## config.mk

```make
export PLATFORM = sky130hd
export DESIGN_NAME = cpu_clk_ctrl
export DESIGN_NICKNAME = d
export VERILOG_FILES = /design/src/rtl/cpu_ctrl_pkg.sv /design/src/rtl/btn_debounce.sv /design/src/rtl/gen_sync.sv /design/src/rtl/cpu_clk_ctrl.sv
export SDC_FILE = /design/constraint.sdc
export NUM_CORES = 1
export LEC_CHECK = 0
export BUFFER_PORTS_ARGS = -buffer_cell sky130_fd_sc_hd__buf_2
export CORE_MARGIN = 5
export CORE_UTILIZATION = 45
export CTS_CLUSTER_DIAMETER = 30
export DETAILED_ROUTE_END_ITERATION = 7
export PLACE_DENSITY = 0.65
export SYNTH_ARGS = -nofsm -noshare
export SYNTH_HDL_FRONTEND = slang
export SYNTH_HIERARCHICAL = 1
export SYNTH_SLANG_ARGS = --single-unit
```

## constraint.sdc

```tcl
create_clock -name clk -period 1.4 [get_ports clk]
set_input_delay 0.14 -clock clk [delete_from_list [all_inputs] [get_ports clk]]
set_output_delay 0.14 -clock clk [all_outputs]
set_load 0.03 [all_outputs]
```

## src/rtl/cpu_ctrl_pkg.sv

```systemverilog
// Shared types and defaults for the CPU clock-enable controller.
// Holds the mode FSM encoding and the button status bundle.
package cpu_ctrl_pkg;

  typedef enum logic [1:0] {
    ST_MANUAL = 2'd0,
    ST_RUN    = 2'd1,
    ST_HALT   = 2'd2
  } state_t;

  localparam int DB_CNT_DEF = 16;
  localparam int DB_W_DEF   = 5;
  localparam int DIV_W_DEF  = 8;
  localparam int STEP_W     = 16;

  typedef struct packed {
    logic stable;
    logic press;
  } btn_t;

endpackage

```

## src/rtl/btn_debounce.sv

```systemverilog
// Counter debouncer: a level must differ for DB_CNT cycles to be taken.
// press is a registered one-cycle pulse on the rising edge of stable.
module btn_debounce #(
  parameter int DB_CNT = 16,
  parameter int DB_W   = 5
) (
  input  logic clk,
  input  logic rst_n,
  input  logic in,
  output logic stable,
  output logic press
);

  localparam logic [DB_W-1:0] LAST = DB_W'(DB_CNT - 1);

  logic [DB_W-1:0] cnt;
  logic            stable_d;

  always_ff @(posedge clk or negedge rst_n) begin
    if (!rst_n) begin
      cnt      <= '0;
      stable   <= 1'b0;
      stable_d <= 1'b0;
      press    <= 1'b0;
    end else begin
      stable_d <= stable;
      press    <= stable & ~stable_d;
      if (in != stable) begin
        if (cnt == LAST) begin
          stable <= in;
          cnt    <= '0;
        end else begin
          cnt <= cnt + 1'b1;
        end
      end else begin
        cnt <= '0;
      end
    end
  end

endmodule

```

## src/rtl/gen_sync.sv

```systemverilog
// Multi-flop synchronizer for asynchronous single-bit inputs.
// Active-high asynchronous reset loads RST_VAL into every stage.
module gen_sync #(
  parameter int   STAGES  = 3,
  parameter logic RST_VAL = 1'b0
) (
  input  logic clk,
  input  logic rst,
  input  logic d,
  output logic q
);

  logic [STAGES-1:0] sr;

  always_ff @(posedge clk or posedge rst) begin
    if (rst) begin
      sr <= {STAGES{RST_VAL}};
    end else begin
      sr <= {sr[STAGES-2:0], d};
    end
  end

  assign q = sr[STAGES-1];

endmodule

```

## src/rtl/cpu_clk_ctrl.sv

```systemverilog
// Clock-enable sequencer for the 8-bit core: manual step, run, halt.
// Define STEP_CNT_EN to build the 16-bit issued-pulse counter.
module cpu_clk_ctrl
  import cpu_ctrl_pkg::*;
#(
  parameter int DB_CNT = DB_CNT_DEF,
  parameter int DB_W   = DB_W_DEF,
  parameter int DIV_W  = DIV_W_DEF
) (
  input  logic             clk,
  input  logic             rst_n,
  input  logic             step_btn_async,
  input  logic             run_btn_async,
  input  logic             cpu_hlt,
  input  logic [DIV_W-1:0] run_div,
  output logic             clk_en,
  output logic             run_mode,
  output logic             halted,
  output logic [15:0]      step_cnt
);

  logic rst;
  logic step_sync;
  logic run_sync;
  btn_t step_b;
  btn_t run_b;
  logic step_press;
  logic run_press;

  assign rst = ~rst_n;

  gen_sync #(.STAGES(3), .RST_VAL(1'b0)) u_sync_step (
    .clk (clk),
    .rst (rst),
    .d   (step_btn_async),
    .q   (step_sync)
  );

  gen_sync #(.STAGES(3), .RST_VAL(1'b0)) u_sync_run (
    .clk (clk),
    .rst (rst),
    .d   (run_btn_async),
    .q   (run_sync)
  );

  btn_debounce #(.DB_CNT(DB_CNT), .DB_W(DB_W)) u_db_step (
    .clk    (clk),
    .rst_n  (rst_n),
    .in     (step_sync),
    .stable (step_b.stable),
    .press  (step_b.press)
  );

  btn_debounce #(.DB_CNT(DB_CNT), .DB_W(DB_W)) u_db_run (
    .clk    (clk),
    .rst_n  (rst_n),
    .in     (run_sync),
    .stable (run_b.stable),
    .press  (run_b.press)
  );

  // a press only counts while its level is still held
  assign step_press = step_b.press & step_b.stable;
  assign run_press  = run_b.press & run_b.stable;

  state_t           state;
  state_t           state_nxt;
  logic [DIV_W-1:0] div;
  logic [DIV_W-1:0] div_nxt;
  logic             en_q;
  logic             en_nxt;

  always_ff @(posedge clk or negedge rst_n) begin
    if (!rst_n) begin
      state <= ST_MANUAL;
      div   <= '0;
      en_q  <= 1'b0;
    end else begin
      state <= state_nxt;
      div   <= div_nxt;
      en_q  <= en_nxt;
    end
  end

  always_comb begin
    state_nxt = state;
    if (cpu_hlt) begin
      state_nxt = ST_HALT;
    end else begin
      unique case (state)
        ST_MANUAL: if (run_press) state_nxt = ST_RUN;
        ST_RUN:    if (run_press) state_nxt = ST_MANUAL;
        ST_HALT:   state_nxt = ST_HALT;
        default:   state_nxt = ST_MANUAL;
      endcase
    end
  end

  // divider idles at zero outside RUN so each entry starts a full period
  always_comb begin
    en_nxt  = 1'b0;
    div_nxt = div;
    unique case (state)
      ST_MANUAL: begin
        div_nxt = '0;
        en_nxt  = step_press & ~run_press;
      end
      ST_RUN: begin
        if (run_press) begin
          div_nxt = '0;
        end else if (div == run_div) begin
          en_nxt  = 1'b1;
          div_nxt = '0;
        end else begin
          div_nxt = div + 1'b1;
        end
      end
      ST_HALT: begin
        div_nxt = '0;
      end
      default: begin
        div_nxt = '0;
      end
    endcase
    if (cpu_hlt) en_nxt = 1'b0;
  end

  assign clk_en   = en_q & ~cpu_hlt;
  assign run_mode = (state == ST_RUN);
  assign halted   = (state == ST_HALT);

`ifdef STEP_CNT_EN
  logic [STEP_W-1:0] cnt;

  always_ff @(posedge clk or negedge rst_n) begin
    if (!rst_n) begin
      cnt <= '0;
    end else if (clk_en) begin
      cnt <= cnt + 1'b1;
    end
  end

  assign step_cnt = cnt;
`else
  assign step_cnt = 16'h0000;
`endif

endmodule

```

==> summary.md, run 1 <==
| Metric | Value |
|---|---|
| Worst min path class | `primary input to asynchronous set/reset pin` |
| Maximum root-to-sink buffer count | `2` |
| Worst clock skew | `around 0.0069 ns` |
| CP Class | `flop to flop` |
| # fillers | `around 310` |
| Vias in the first global route | `921` |
| Final hold vios | `0` |
| Clk sinks | `33` |
| Number of synthesized flops with an enable pin | `0` |
| Routability Congestion | `0.797` |
| Total Wirelength | `2.38 mm` |
| DIE AREA | `4570 µm²` |
| Crit path required time | `1.61 ns` |
| Max-Cap Viols | `0` |
| Status | `complete, no violations` |
| Crit path launch | `div[0]` |
| # rows | `21` |
| CP cell instances | `xnor2_1 -> nand4_1 -> o211ai_4 -> nor2_1` |
| Number of buffers created by CTS | `5` |
| DP Area | `1580 µm²` |
| CTS tree | `built` |
| DRT iter0 DRCs | `15` |
| Worst Path Max Fanout | `8` |
| Synth cell types | `24` |
| IO buf count | `15` |
| Placed wire-length estimate | `roughly 1.7 mm` |
| Critical path data arrival time | `1.55 ns` |
| Final WS setup | `0.0639 ns` |
| Share of the synthesized area in the top cell type | `55.3%` |
| Sequential area share after synthesis | `55.3%` |
| Crit path buffers/inverters | `0` |
| RSZ-0062 raised after global routing | `true` |
| P&R area growth vs syn | `14.5%` |
| Prevailing post-synth register cell | `dfrtp_1` |
| Core Footprint | `approximately 3300 µm²` |
| Net count reported at finish | `177` |
| Routed wire per std cell | `around 11 µm` |
| Routed Antenna Nets | `0` |
| Critical path's slowest cell | `dfrtp_1` |
| Mapped Area | `1490 µm²` |
| Reg clk slew, reported paths | `approximately 0.1 ns` |
| #FFs+latches synth | `33` |
| Layout cells sized above 1 | `roughly a quarter` |
| ANT cells | `0` |
| Pre-CTS WS | `approximately 0.046 ns` |
| Top cells by area, synth | `dfrtp_1, buf_4, xnor2_1` |
| Tot Pwr | `1.64 mW` |
| Max Fclk | `roughly 750 MHz` |
| R2R setup slack | `0.06 ns` |
| First-pass GRT wire length | `slightly below 4 mm` |
| DR vias/cell | `4.32` |
| Asr flop ratio synth | `between 90% and 100%` |
| Skew-Pair Late Insertion Delay | `around 0.33 ns` |
| Syn_area_per_cell | `roughly 11 µm²` |
| Root Buffer | `clkbuf_4` |
| Cells after Synth | `130` |
| Most common cell after layout, fill and taps aside | `dfrtp_1` |
| VDD IR max | `0.574 mV` |
| Die width | `67.6 µm` |
| P per Cell Area | `962 nW/µm²` |
| Crit path max-delay family | `flip-flops` |
| Most frequent cells in the layout | `dfrtp_1, conb_1, nor2_1` |
| Reg2reg start | `div[0]` |
| Fin crit share | `95.4%` |
| Fin crit period | `1.34 ns` |
| Antenna violations before repair | `0` |
| Final Cell Area | `1710 µm²` |
| Yosys warning total | `6` |
| Initial Utilization | `45.4%` |
| CP Launch Type | `flop` |
| Die Y | `67.6 µm` |
| # IOs | `32` |
| Yosys top cell by area | `dfrtp_1` |
| Hold WS | `0.239 ns` |
| Max incr delay on CP | `0.42 ns` |
| Total number of vias | `899` |
| Setup Viol. Count Final | `0` |
| GRT overflow | `0` |
| Fin. max-slew vios | `0` |
| First-pass detailed-route iteration total | `4` |
| # H-tree levels | `2` |
| Pleak | `0.868 nW` |
| Worst Setup End Kind | `flop` |
| Gr usage total | `roughly an eighth` |
| Drt drc | `0` |
| Pin count of the biggest net entering global routing | `17` |
==> per-stage QoR <==
stage | setup TNS (ns) | instances | util, %
after floorplan | 0 | 145 | -
after global placement | 0 | 193 | 48.2
after detailed placement | 0 | 193 | 48.2
after CTS | 0 | 205 | 51.1
after global routing | -0.00630 | 208 | 52.0
final | 0 | 208 | 52.0
==> final cells by class <==
type                       count  area (µm²)  area share (%)
clock buffer                   6        41.3            2.42
clock inverter                 2        10.0           0.586
inverter                       7        26.3            1.54
multi-input combinational     89         584            34.2
sequential                    33         827            48.4
tap                           46        57.6            3.37
timing repair buffer          25         163            9.52
==> power breakdown <==
part	switching, mW	internal, mW	leakage, nW
registers	0.0150	0.975	0.435
logic	0.107	0.0461	0.401
clock network	0.310	0.191	0.0320
==> Yosys cell counts, drive strengths merged (3+ instances only) <==
library cell  instances
nor2b                 4
nor2                 18
dfrtp                33
and3                  5
xnor2                11
nand3                 8
xor2                 10
buf                  16
inv                   7
ha                    3
==> worst paths after layout <==
kind / to / cells after the start
min in group clk: div[0] / 5
worst min-delay path: u_db_run/cnt[0] / 2
worst max register to register: div[4] / 4
worst min register to register: u_sync_run/sr[2] / 0
worst max-delay path: div[4] / 4
max in group asynchronous: div[2] / 3
==> worst reg2reg max path: stages (launching register included) <==
cell,delay (ns)
dfrtp_1,0.42
xnor2_1,0.16
nand4_1,0.21
o211ai_4,0.34
nor2_1,0.09
==> layer usage <==
layer | up-vias | part of all wire, % | GRT usage [%]
met4 | 0 | 1.8 | 4.56
li1 | 448 | - | -
met2 | 27 | 47 | 19.0
met1 | 417 | 43 | 13.7
met3 | 7 | 8.0 | 4.99
met5 | - | 0 | 0
==> kinds of logic after synthesis <==
kind of cell,Yosys count,synth area share [%]
XOR/XNOR,21,12.3
AO/OA/AOI/OAI,4,2.77
flip-flops,33,55.3
buffers and inverters,23,9.81
adder cells (fa/ha/maj),3,2.51
other,1,0.251
AND/OR/NAND/NOR,43,15.5
multiplexers,2,1.51
==> what timing repair did <==
action / in CTS / in global routing
endpoints found under the setup margin: 1 / 9
pin swaps: 0 / 2
hold buffers: 4 / 0
endpoints found under the hold margin: 16 / 0
buffers inserted: 0 / 3
resized for setup: 1 / 3
==> state kept, by name, indices dropped and copies added, names as in the netlist <==
signal              count
div                     8
en_q                    1
state                   2
u_db_run/cnt            5
u_db_run/press          1
u_db_run/stable         1
u_db_run/stable_d       1
u_db_step/cnt           5
u_db_step/press         1
u_db_step/stable        1
u_db_step/stable_d      1
u_sync_run/sr           3
u_sync_step/sr          3
Power figures use the tool's default switching activity.
==> run 2: changes to the inputs <==
==> constraint.sdc (replaced) <==
create_clock -name clk -period 1.4 [get_ports clk]
set_input_delay 0.21 -clock clk [delete_from_list [all_inputs] [get_ports clk]]
set_output_delay 0.21 -clock clk [all_outputs]
set_load 0.03 [all_outputs]
==> summary.md, run 2 (same netlist as run 1, synthesis figures left out) <==
| Metric | Value |
|---|---|
| Pin count of the biggest net entering global routing | `17 (unchanged)` |
| # rows | `21 (unchanged)` |
| Max Fclk | `743 MHz (-0.69%)` |
| Die width | `67.6 µm (unchanged)` |
| CP Class | `flop to output port` |
| Drt drc | `0 (unchanged)` |
| Routed Antenna Nets | `0 (unchanged)` |
| Most common cell after layout, fill and taps aside | `dfrtp_1` |
| # H-tree levels | `2 (unchanged)` |
| IO buf count | `15 (unchanged)` |
| Post-CTS Setup Bufs | `0 (unchanged)` |
| Setup Viol. Count Final | `0 (unchanged)` |
| Root Buffer | `clkbuf_4` |
| Final WS setup | `0.0546 ns (-0.00930 ns)` |
| Skew-Pair Late Insertion Delay | `0.32 ns (about the same)` |
| Routed wire per std cell | `10.3 µm (-9.9%)` |
| Gr usage total | `10.8% (-0.94 points)` |
| Pre-CTS WS | `0.0685 ns (+0.0228 ns)` |
| P&R area growth vs syn | `12.7%` |
| Status | `complete, no violations` |
| Max FFs per register | `8 (unchanged)` |
| Initial Utilization | `45.4% (unchanged)` |
| DR vias/cell | `4.40 (+1.8%)` |
| Crit path required time | `1.19 ns (-0.42 ns)` |
| Layout cells sized above 1 | `21.0% (-2.4 points)` |
| Fin crit share | `96.1% (+0.66 points)` |
| VDD IR max | `0.731 mV (+27%)` |
| Tot Pwr | `1.65 mW (+0.58%)` |
| Net count reported at finish | `173 (-2.3%)` |
| Biggest registers after layout | `div: 8 flops, u_db_run/cnt: 5 flops, u_db_step/cnt: 5 flops` |
| Fin. max-slew vios | `0 (unchanged)` |
| Pleak | `0.851 nW (-1.9%)` |
| Max-Cap Viols | `0 (unchanged)` |
| Worst Setup End Kind | `output port` |
| DRT iter0 DRCs | `19 (+4)` |
| Total number of vias | `893 (-0.67%)` |
| First-pass GRT wire length | `3.66 mm (-6.0%)` |
| # IOs | `32 (unchanged)` |
| GRT overflow | `0 (unchanged)` |
| Core Footprint | `3280 µm² (unchanged)` |
| Final hold vios | `0 (unchanged)` |
| Routability Congestion | `0.855 (+7.4%)` |
| Setup TNS | `0 ns (unchanged)` |
| First-pass detailed-route iteration total | `4 (unchanged)` |
| R2R setup slack | `0.09 ns (+0.03 ns)` |
| Most frequent cells in the layout | `dfrtp_1, conb_1, nor2_1` |
| Total Wirelength | `2.09 mm (-12%)` |
| CTS tree | `built` |
| P per Cell Area | `984 nW/µm² (+2.2%)` |
| Worst Path Max Fanout | `4 (-4)` |
| Critical path data arrival time | `1.14 ns (-0.41 ns)` |
| Number of buffers created by CTS | `5 (unchanged)` |
| Biggest register | `div` |
| RSZ-0062 raised after global routing | `true` |
| DIE AREA | `4570 µm² (unchanged)` |
| CP Launch Type | `flop` |
| Worst clock skew | `0.0138 ns (+0.00692 ns)` |
| Vias in the first global route | `885 (-3.9%)` |
| ANT cells | `0 (unchanged)` |
| Fin crit period | `1.35 ns (+0.00930 ns)` |
| Clk sinks | `33 (unchanged)` |
| Maximum root-to-sink buffer count | `2 (unchanged)` |
| Worst min path class | `primary input to flop` |
| Placed wire-length estimate | `1.66 mm (-4.1%)` |
| Die Y | `67.6 µm (unchanged)` |
| Antenna violations before repair | `0 (unchanged)` |
| Reg clk slew, reported paths | `0.09 ns (about the same)` |
[run 2: cell types whose count changed in the layout (fill, tap and decap cells not counted)]
| cell | change |
|---|---|
| clkbuf_8 | +1 |
| dfrtp_2 | -1 |
| buf_4 | -2 |
| buf_2 | -1 |
| dlygate4sd3_1 | -1 |
| dfrtp_1 | +1 |
| clkinv_2 | -2 |
[run 2: where the power goes]
group | internal [mW] | switching (mW)
sequential | 0.975 | 0.0141
combinational | 0.0442 | 0.105
clock | 0.237 | 0.279
total | 1.26 | 0.398
[run 2: repair_timing]
action | 4_1_cts | 5_1_grt
hold buffers | 3 | 0
endpoints found under the setup margin | 1 | 4
endpoints found under the hold margin | 15 | 0
gates resized for setup | 1 | 4
pin swaps | 0 | 4
[run 2: worst paths after layout]
check	from	end	cells past startpoint
worst max-delay path	state[1]	halted	2
worst min-delay path	cpu_hlt	state[0]	2
worst max register to register	div[5]	div[2]	4
worst min register to register	u_sync_run/sr[0]	u_sync_run/sr[1]	0
max in group asynchronous	rst_n	div[4]	3
min in group asynchronous	rst_n	u_db_run/cnt[2]	2
[run 2: cell type report]
type	count	area, µm²
Multi-Input combinational cell	89	584
Clock buffer	7	55.1
Fill cell	303	1600
Inverter	7	26.3
Tap cell	46	57.6
Timing Repair Buffer	21	133
Sequential cell	33	826
[run 2: through the flow]
stage / cells / cell area, µm² / utilization, % / hold WS, ns
6_report: 203 / 1680 / 51.2 / 0.0866
3_5_place_dp: 193 / 1580 / 48.2 / 0.139
2_1_floorplan: 145 / 1550 / - / -0.0856
3_3_place_gp: 193 / 1580 / 48.2 / 0.136
4_1_cts: 203 / 1670 / 50.9 / 0.0667
5_1_grt: 203 / 1680 / 51.2 / 0.0786
[run 2: routing by layer]
metal | global-route usage [%] | share of wire [%] | vias up
met2 | 18.1 | 49 | 28
met3 | 3.99 | 8.1 | 2
met5 | 0 | 0 | -
li1 | - | - | 442
met4 | 3.80 | 0.57 | 0
met1 | 12.6 | 42 | 421
[run 2: worst max-delay path: stages (launching register included)]
cell      delay (ns)
dfrtp_1         0.43
nor2b_1         0.19
clkbuf_4        0.21
